## src/rtl/ahb_apb_bridge_if.sv

```systemverilog
`default_nettype none
// ============================================================================
// ahb_apb_bridge_if : AHB-Lite slave side and APB3 master side of the bridge
// Rev 1.0
// ============================================================================
interface ahb_apb_bridge_if #(
   parameter int ADDR_WIDTH = 16
);
   // AHB-Lite
   logic                  HSEL;
   logic [ADDR_WIDTH-1:0] HADDR;
   logic [1:0]            HTRANS;
   logic                  HWRITE;
   logic [2:0]            HSIZE;
   logic [3:0]            HPROT;
   logic                  HREADY;
   logic [31:0]           HWDATA;
   logic                  HREADYOUT;
   logic                  HRESP;
   logic [31:0]           HRDATA;

   // APB3
   logic                  PSEL;
   logic                  PENABLE;
   logic                  PWRITE;
   logic [ADDR_WIDTH-1:0] PADDR;
   logic [31:0]           PWDATA;
   logic [31:0]           PRDATA;
   logic                  PREADY;
   logic                  PSLVERR;

   // Bridge view: AHB slave, APB master
   modport slave (
      input  HSEL, HADDR, HTRANS, HWRITE, HSIZE, HPROT, HREADY, HWDATA,
      output HREADYOUT, HRESP, HRDATA,
      output PSEL, PENABLE, PWRITE, PADDR, PWDATA,
      input  PRDATA, PREADY, PSLVERR
   );

   // Environment view: AHB master, APB slave
   modport master (
      output HSEL, HADDR, HTRANS, HWRITE, HSIZE, HPROT, HREADY, HWDATA,
      input  HREADYOUT, HRESP, HRDATA,
      input  PSEL, PENABLE, PWRITE, PADDR, PWDATA,
      output PRDATA, PREADY, PSLVERR
   );
endinterface
`default_nettype wire

```

## src/rtl/ahb_apb_bridge.sv

```systemverilog
`default_nettype none
// ============================================================================
// ahb_apb_bridge : AHB-Lite slave to APB3 master, one 32-bit APB access per
//                  AHB NONSEQ/SEQ transfer, two-cycle AHB error on PSLVERR.
// Rev 1.0
// ============================================================================
module ahb_apb_bridge #(
   parameter int ADDR_WIDTH = 16
) (
   input  logic            HCLK,
   input  logic            HRESET,
   ahb_apb_bridge_if.slave bus
);
   localparam logic [2:0] c_IDLE   = 3'd0;
   localparam logic [2:0] c_WDATA  = 3'd1;
   localparam logic [2:0] c_SETUP  = 3'd2;
   localparam logic [2:0] c_ACCESS = 3'd3;
   localparam logic [2:0] c_ERR1   = 3'd4;
   localparam logic [2:0] c_ERR2   = 3'd5;

   logic [2:0]            r_state;
   logic [2:0]            w_state_nxt;
   logic [ADDR_WIDTH-1:0] r_paddr;
   logic                  r_pwrite;
   logic [31:0]           r_pwdata;
   logic [31:0]           r_hrdata;
   logic                  w_ready_state;
   logic                  w_accept;
   logic                  w_done;
   logic                  w_unused;

   // ERR2 is the second error cycle but already HREADYOUT=1, so it accepts too
   assign w_ready_state = (r_state == c_IDLE) || (r_state == c_ERR2);
   assign w_accept      = w_ready_state && bus.HSEL && bus.HREADY && bus.HTRANS[1];
   assign w_done        = (r_state == c_ACCESS) && bus.PREADY;
   assign w_unused      = ^{bus.HSIZE, bus.HPROT, bus.HTRANS[0]};

   always_comb begin
      w_state_nxt = r_state;
      case (r_state)
         c_IDLE, c_ERR2: begin
            if (w_accept) begin
               w_state_nxt = bus.HWRITE ? c_WDATA : c_SETUP;
            end else begin
               w_state_nxt = c_IDLE;
            end
         end
         c_WDATA:  w_state_nxt = c_SETUP;
         c_SETUP:  w_state_nxt = c_ACCESS;
         c_ACCESS: begin
            if (bus.PREADY) begin
               w_state_nxt = bus.PSLVERR ? c_ERR1 : c_IDLE;
            end
         end
         c_ERR1:   w_state_nxt = c_ERR2;
         default:  w_state_nxt = c_IDLE;
      endcase
   end

   always_ff @(posedge HCLK) begin
      if (HRESET) begin
         r_state  <= c_IDLE;
         r_paddr  <= '0;
         r_pwrite <= 1'b0;
         r_pwdata <= '0;
         r_hrdata <= '0;
      end else begin
         r_state <= w_state_nxt;
         if (w_accept) begin
            r_paddr  <= bus.HADDR;
            r_pwrite <= bus.HWRITE;
         end
         // Write data arrives in the AHB data phase, one cycle after the address
         if (r_state == c_WDATA) begin
            r_pwdata <= bus.HWDATA;
         end
         if (w_done && !r_pwrite) begin
            r_hrdata <= bus.PRDATA;
         end
      end
   end

   assign bus.PSEL      = (r_state == c_SETUP) || (r_state == c_ACCESS);
   assign bus.PENABLE   = (r_state == c_ACCESS);
   assign bus.PWRITE    = r_pwrite;
   assign bus.PADDR     = r_paddr;
   assign bus.PWDATA    = r_pwdata;
   assign bus.HREADYOUT = w_ready_state;
   assign bus.HRESP     = (r_state == c_ERR1) || (r_state == c_ERR2);
   assign bus.HRDATA    = r_hrdata;
endmodule
`default_nettype wire

```

## src/flat_wrapper.sv

```systemverilog
// flat-port wrapper written by rule: the top's interface ports become plain ports
module ahb_apb_bridge_flat 
#(
   parameter int ADDR_WIDTH = 16
)
  (HCLK, HRESET, bus_HSEL, bus_HADDR, bus_HTRANS, bus_HWRITE, bus_HSIZE, bus_HPROT, bus_HREADY, bus_HWDATA, bus_HREADYOUT, bus_HRESP, bus_HRDATA, bus_PSEL, bus_PENABLE, bus_PWRITE, bus_PADDR, bus_PWDATA, bus_PRDATA, bus_PREADY, bus_PSLVERR);
  ahb_apb_bridge_if #(.ADDR_WIDTH(ADDR_WIDTH)) bus_i ();
  input  logic HCLK;
  input  logic HRESET;
  input wire logic [$bits(bus_i.HSEL)-1:0] bus_HSEL;
  input wire logic [$bits(bus_i.HADDR)-1:0] bus_HADDR;
  input wire logic [$bits(bus_i.HTRANS)-1:0] bus_HTRANS;
  input wire logic [$bits(bus_i.HWRITE)-1:0] bus_HWRITE;
  input wire logic [$bits(bus_i.HSIZE)-1:0] bus_HSIZE;
  input wire logic [$bits(bus_i.HPROT)-1:0] bus_HPROT;
  input wire logic [$bits(bus_i.HREADY)-1:0] bus_HREADY;
  input wire logic [$bits(bus_i.HWDATA)-1:0] bus_HWDATA;
  output wire logic [$bits(bus_i.HREADYOUT)-1:0] bus_HREADYOUT;
  output wire logic [$bits(bus_i.HRESP)-1:0] bus_HRESP;
  output wire logic [$bits(bus_i.HRDATA)-1:0] bus_HRDATA;
  output wire logic [$bits(bus_i.PSEL)-1:0] bus_PSEL;
  output wire logic [$bits(bus_i.PENABLE)-1:0] bus_PENABLE;
  output wire logic [$bits(bus_i.PWRITE)-1:0] bus_PWRITE;
  output wire logic [$bits(bus_i.PADDR)-1:0] bus_PADDR;
  output wire logic [$bits(bus_i.PWDATA)-1:0] bus_PWDATA;
  input wire logic [$bits(bus_i.PRDATA)-1:0] bus_PRDATA;
  input wire logic [$bits(bus_i.PREADY)-1:0] bus_PREADY;
  input wire logic [$bits(bus_i.PSLVERR)-1:0] bus_PSLVERR;
  assign bus_i.HSEL = bus_HSEL;
  assign bus_i.HADDR = bus_HADDR;
  assign bus_i.HTRANS = bus_HTRANS;
  assign bus_i.HWRITE = bus_HWRITE;
  assign bus_i.HSIZE = bus_HSIZE;
  assign bus_i.HPROT = bus_HPROT;
  assign bus_i.HREADY = bus_HREADY;
  assign bus_i.HWDATA = bus_HWDATA;
  assign bus_HREADYOUT = bus_i.HREADYOUT;
  assign bus_HRESP = bus_i.HRESP;
  assign bus_HRDATA = bus_i.HRDATA;
  assign bus_PSEL = bus_i.PSEL;
  assign bus_PENABLE = bus_i.PENABLE;
  assign bus_PWRITE = bus_i.PWRITE;
  assign bus_PADDR = bus_i.PADDR;
  assign bus_PWDATA = bus_i.PWDATA;
  assign bus_i.PRDATA = bus_PRDATA;
  assign bus_i.PREADY = bus_PREADY;
  assign bus_i.PSLVERR = bus_PSLVERR;
  ahb_apb_bridge #(.ADDR_WIDTH(ADDR_WIDTH)) u_core (.HCLK(HCLK), .HRESET(HRESET), .bus(bus_i));
endmodule
```

## config.mk

```make
export PLATFORM = sky130hd
export DESIGN_NAME = ahb_apb_bridge_flat
export DESIGN_NICKNAME = d
export VERILOG_FILES = /design/src/rtl/ahb_apb_bridge_if.sv /design/src/rtl/ahb_apb_bridge.sv /design/src/flat_wrapper.sv
export SDC_FILE = /design/constraint.sdc
export NUM_CORES = 1
export LEC_CHECK = 0
export ABC_AREA = 1
export CORE_MARGIN = 1.5
export CORE_UTILIZATION = 36
export CTS_CLUSTER_DIAMETER = 50
export DETAILED_ROUTE_END_ITERATION = 8
export MAX_ROUTING_LAYER = met4
export PLACE_DENSITY = 0.77
export SETUP_SLACK_MARGIN = 0.05
export SLEW_MARGIN = 20
export SYNTH_ARGS = -nofsm -noshare
export SYNTH_HDL_FRONTEND = slang
export SYNTH_SLANG_ARGS = --single-unit
```

## constraint.sdc

```tcl
create_clock -name HCLK -period 1.24 [get_ports HCLK]
set_input_delay 0.31 -clock HCLK [delete_from_list [all_inputs] [get_ports HCLK]]
set_output_delay 0.31 -clock HCLK [all_outputs]
set_load 0.02 [all_outputs]
```

### Word-level counts from Yosys, hierarchy flattened

Index checks and enable logic that the tools add are counted.

* flip-flop bits (word level): 84
* input bits: 96
* output and inout bits: 85
* logic and storage cells: 27

* equality and inequality tests: 6
* mux-type cells: 5
* reductions and logical operators: 11

Operator list (number)
* $pmux W3 S5: 1
* $mux W3: 3
* $eq A3 B2 Y1 const B: 2
* $eq A3 B3 Y1 const B: 2
* $logic_and A1 B1 Y1: 5
* $eq A3 B1 Y1 const B: 1
* $logic_not A3 Y1: 1
* $logic_or A1 B1 Y1: 3
* $mux W2: 1
* $ne A2 B1 Y1 const B: 1
* $reduce_or A2 Y1: 1
* $logic_not A1 Y1: 1

### Logic depth before layout (Yosys ltp)

* word-level depth: 7
* depth in mapped cells: 8
* mapped depth without buffers: 7

### Worst setup path before layout

Ideal clock, no wire load.

* path kind: reg2reg
* from: register u_core.r_state[1]
* to: register u_core.r_paddr[5] (netlist: u_core.bus.PADDR[5])
* library setup time: 0.116 ns
* arrival time: 1.071 ns
* data required time: 1.124 ns
* slack: 0.053 ns
* stages on the path, launching flop included: 9
* buffers on the path: 1
* clock period less this slack: 1.187 ns
* cells stage by stage: dfxtp_1 inv_2 nand3_1 nand2_2 nand2_4 inv_4 buf_6 nor2_1 nor2_1

* longest elaborated chain between the ends: 5
* elaborated cells between the ends (all ways): 6
* those cells by class: eq/ne: 1; reduce/logical: 5

RTL lines
* start: declaration: RTL line ahb_apb_bridge.sv:21 `logic [2:0] r_state;`
* start signal: assignment: RTL line ahb_apb_bridge.sv:62 `r_state <= c_IDLE;`
* start signal: assignment: RTL line ahb_apb_bridge.sv:68 `r_state <= w_state_nxt;`
* $eq A3 B3 Y1 or $logic_not A3 Y1 (tied branches): RTL line ahb_apb_bridge.sv:33 `assign w_ready_state = (r_state == c_IDLE) || (r_state == c_ERR2);`
* $logic_or A1 B1 Y1 (*): RTL line ahb_apb_bridge.sv:33
* via bus_HREADYOUT: RTL line flat_wrapper.sv:18 `output wire logic [$bits(bus_i.HREADYOUT)-1:0] bus_HREADYOUT;`
* $logic_and A1 B1 Y1 (*) (3 in a row): RTL line ahb_apb_bridge.sv:34 `assign w_accept = w_ready_state && bus.HSEL && bus.HREADY && bus.HTRANS[1];`
* end signal: assignment: RTL line ahb_apb_bridge.sv:70 `r_paddr <= bus.HADDR;`
* end: declaration: RTL line ahb_apb_bridge.sv:23 `logic [ADDR_WIDTH-1:0] r_paddr;`

The timed path passes the listed nets; every way through them passes the cells marked *.
A chain may end at the register's enable or synchronous reset.

### Worst setup path in the final report

* from: input bus_PREADY
* to: register u_core.r_hrdata[25] (netlist: u_core.bus.HRDATA[25])

* longest elaborated chain between the ends: 2

RTL lines
* start: declaration: RTL line flat_wrapper.sv:27 `input wire logic [$bits(bus_i.PREADY)-1:0] bus_PREADY;`
* $logic_and A1 B1 Y1: RTL line ahb_apb_bridge.sv:35 `assign w_done = (r_state == c_ACCESS) && bus.PREADY;`
* $logic_and A1 B1 Y1: RTL line ahb_apb_bridge.sv:77 `if (w_done && !r_pwrite) begin`
* end signal: assignment: RTL line ahb_apb_bridge.sv:78 `r_hrdata <= bus.PRDATA;`
* end: declaration: RTL line ahb_apb_bridge.sv:26 `logic [31:0] r_hrdata;`

No other way between the ends.

==> reports/results.tsv <==
stage	metric	value	unit
setup_path	rr_endpoint	u_core.bus.HRDATA[25]	
timing	worst_pin_slew	336.1	ps
clock_tree	cts-buffers-inserted	9	
floorplan	rows	33	
worst_hold_path	hold_end	u_core.bus.PWDATA[25]	
routing	wirelength	11130	um
yosys	synth.largest_area_cell	dfxtp_1	
yosys	yosysWarnings	0	
routing	wl_per_cell	15.81	um
routing	drc	0	
setup_path	cp.arrival	1630	ps
global_route	grt_overflow	0	
clock_tree	cts_root_buf	clkbuf_8	
clock_tree	clk_path_buf_depth	2	
layout	drive_gt1_frac	0.5225	
routing	routed_via_density	4.811	
placed_design	hpwlAfterDp	6132	um
worst_hold_path	holdCritStartpoint	u_core.bus.PWDATA[25]	
yosys	synthTopCellsByArea	dfxtp_1 (55%), nor2_1 (13%), o21ai_0 (6.7%)	
setup_path	setup.worst_path.start_class	primary input	
timing	finalHoldViolCount	0	
setup_path	rr_startpoint	u_core.r_state[2]	
floorplan	coreArea	8217	sq um
yosys	ys_seq_elements	84	
layout	multi_input_area	1687	sq um
setup_path	end_kind	flip-flop	
status	outcome	finished, violations left	
timing	relSlewSlack	0.7760	
floorplan	initial_core_util	0.3716	
yosys	synth_seq_area_share	0.5508	
run	maxCapViolations	0	
global_route	track_usage	0.2137	
floorplan	die_w	95.09	um
layout	nFillCells	598	
setup_path	r2r_cells	9	
global_route	antenna_found_initial	0	
setup_path	cp_data_required_time	1460	ps
placed_design	dp.cells	659	
floorplan	die_area	9042	sq um
layout	fin_nets	691	
yosys	synthCells	387	
yosys	synth.distinct_cells	21	
timing	max_freq	0.7110	GHz
routing	drt-initial-drc-count	66	
layout	regArea	1735	sq um
placed_design	place.gp.congestion	0.7965	
layout	antenna_cells	0	
layout	final_cells	704	
timing	period_needed	1406	ps
yosys	synth_nets	483	
timing	finalCritPeriodShare	1.134	
worst_hold_path	hold_depth	2	
global_route	grt_pass1_vias	3168	
status	violations	negative setup slack	
floorplan	die_height	95.09	um
clock_tree	htreeDepth	3	
yosys	avgSynthCellArea	7.889	sq um
routing	dr.pass1.iters	4	
routing	postRouteAntennaNets	0	
yosys	synth_top_cell_area_share	0.5508	
global_route	grt_max_degree	47	
timing	holdWs	447.3	ps
clock_tree	cts_sinks	84	
timing	finalSetupViolations	77	
clock_tree	path_clk_slew	70	ps
setup_path	rrSetupSlack	-130	ps
setup_path	crit_type	primary input to flip-flop	
placed_design	numPortBuffers	172	
timing	rsz0062_at_grt	yes	
clock_tree	hold_buffers	0	
power	p_leak	2.540	nW
floorplan	io_pins	181	
setup_path	crit_fanout	7	
routing	via_count	3387	
timing	fin_skew	14.08	ps
clock_tree	clk_latency	340	ps
power	powerDensity	1116	nW/um^2
global_route	grt_pass1_wl	14640	um
timing	slew_violations	0	
worst_hold_path	min_path_type	flip-flop to flip-flop	
power	ir_drop	722.2	uV
timing	fin_ws	-166.4	ps
layout	area_growth	102.6	%
yosys	syn_area	3053	sq um
clock_tree	cts_tree	built	
==> per-stage QoR <==
stage	worst slack [ps]	utilization	cell area, sq um	TNS [ps]	power (mW)
2_1_floorplan	53.16	-	3053	0	3.471
3_3_place_gp	-339.5	0.6027	4952	-19850	4.105
3_5_place_dp	-437.6	0.6027	4952	-23530	4.132
4_1_cts	-158.1	0.6367	5231	-4078	6.541
5_1_grt	-218.8	0.7527	6185	-11080	7.171
6_report	-166.4	0.7527	6185	-6851	6.902
==> worst max path at each step <==
| stage | start | to | slack, ps |
|---|---|---|---|
| 6_report | bus_PREADY | u_core.bus.HRDATA[25] | -170 |
| 5_1_grt | u_core.r_state[2] | bus_HREADYOUT | -220 |
| 4_1_cts | u_core.r_state[0] | bus_PSEL | -160 |
| 3_5_place_dp | bus_PREADY | u_core.bus.HRDATA[9] | -440 |
| 3_3_place_gp | bus_PREADY | u_core.bus.HRDATA[9] | -340 |
| 2_1_floorplan | u_core.r_state[1] | u_core.bus.PADDR[5] | 50 |
==> logic make-up after synthesis <==
logic type             Yosys count  synth area share
AND/OR/NAND/NOR                123            0.1611
buffers and inverters           65           0.09959
AO/OA/AOI/OAI                  115            0.1885
flip-flops                      84            0.5508
==> cell usage in the layout, fill, tap and decap left out, drive strengths merged, types with 2 or more instances in the layout <==
| cell | netlist | routed |
|---|---|---|
| bufinv | 0 | 3 |
| clkdlybuf4s50 | 0 | 87 |
| buf | 17 | 126 |
| clkbuf | 6 | 15 |
| dfxtp | 84 | 84 |
| nor2 | 103 | 103 |
| nand3 | 5 | 5 |
| inv | 41 | 41 |
| a21oi | 35 | 35 |
| clkinv | 1 | 2 |
| o21ai | 80 | 80 |
| nand2 | 13 | 15 |
==> worst max-delay path, cell delays in order <==
cell and delay [ps]:
clkdlybuf4s50_1 500, inv_1 60, nor2_2 190, nand2_8 110, buf_12 150, buf_12 130, o21ai_2 120, nor2_1 50
==> report_power, final <==
group	total (mW)	internal, mW	switching [mW]
Clock	2.34	1.39	0.953
Combinational	1.62	0.833	0.786
Sequential	2.94	2.84	0.0998
==> registers in the layout (all words and copies together), names as in the netlist <==
name,count
u_core.r_state,3
u_core.bus.PADDR,16
u_core.bus.PWDATA,32
u_core.bus.HRDATA,32
u_core.bus.PWRITE,1
==> per-layer routing <==
layer / wire, um / up-vias / global-route usage
li1: - / 1655 / -
met1: 4357 / 1610 / 0.2336
met5: 0 / - / -
met4: 137 / 0 / 0.06716
met3: 596 / 13 / 0.05343
met2: 6038 / 109 / 0.3783
==> Yosys cell counts <==
cell,n
a21oi_1,35
and2_1,1
buf_1,2
buf_2,7
buf_4,3
buf_6,5
clkbuf_1,6
clkinv_1,1
dfxtp_1,84
inv_1,37
inv_2,3
inv_4,1
nand2_1,10
nand2_2,2
nand2_4,1
nand3_1,4
nand3_2,1
nand3b_1,1
nor2_1,103
o21ai_0,41
o21ai_1,39
==> cell type report <==
type / instances / share of cell area
clock buffers: 11 / 0.02286
clock inverters: 4 / 0.01578
inverters: 42 / 0.03075
multi-input cells: 240 / 0.2727
flip-flops and latches: 84 / 0.2806
well taps: 105 / 0.02124
repair buffers: 217 / 0.3542
repair inverters: 1 / 0.001821
==> timing repair <==
action | 4_1_cts | 5_1_grt
buffers inserted | 10 | 8
cloned | 8 | 7
setup endpoints to repair | 163 | 141
pin swaps | 4 | 24
endpoints found under the hold margin | 0 | 0
gates resized for setup | 416 | 265
(Power assumes the default switching activity.)
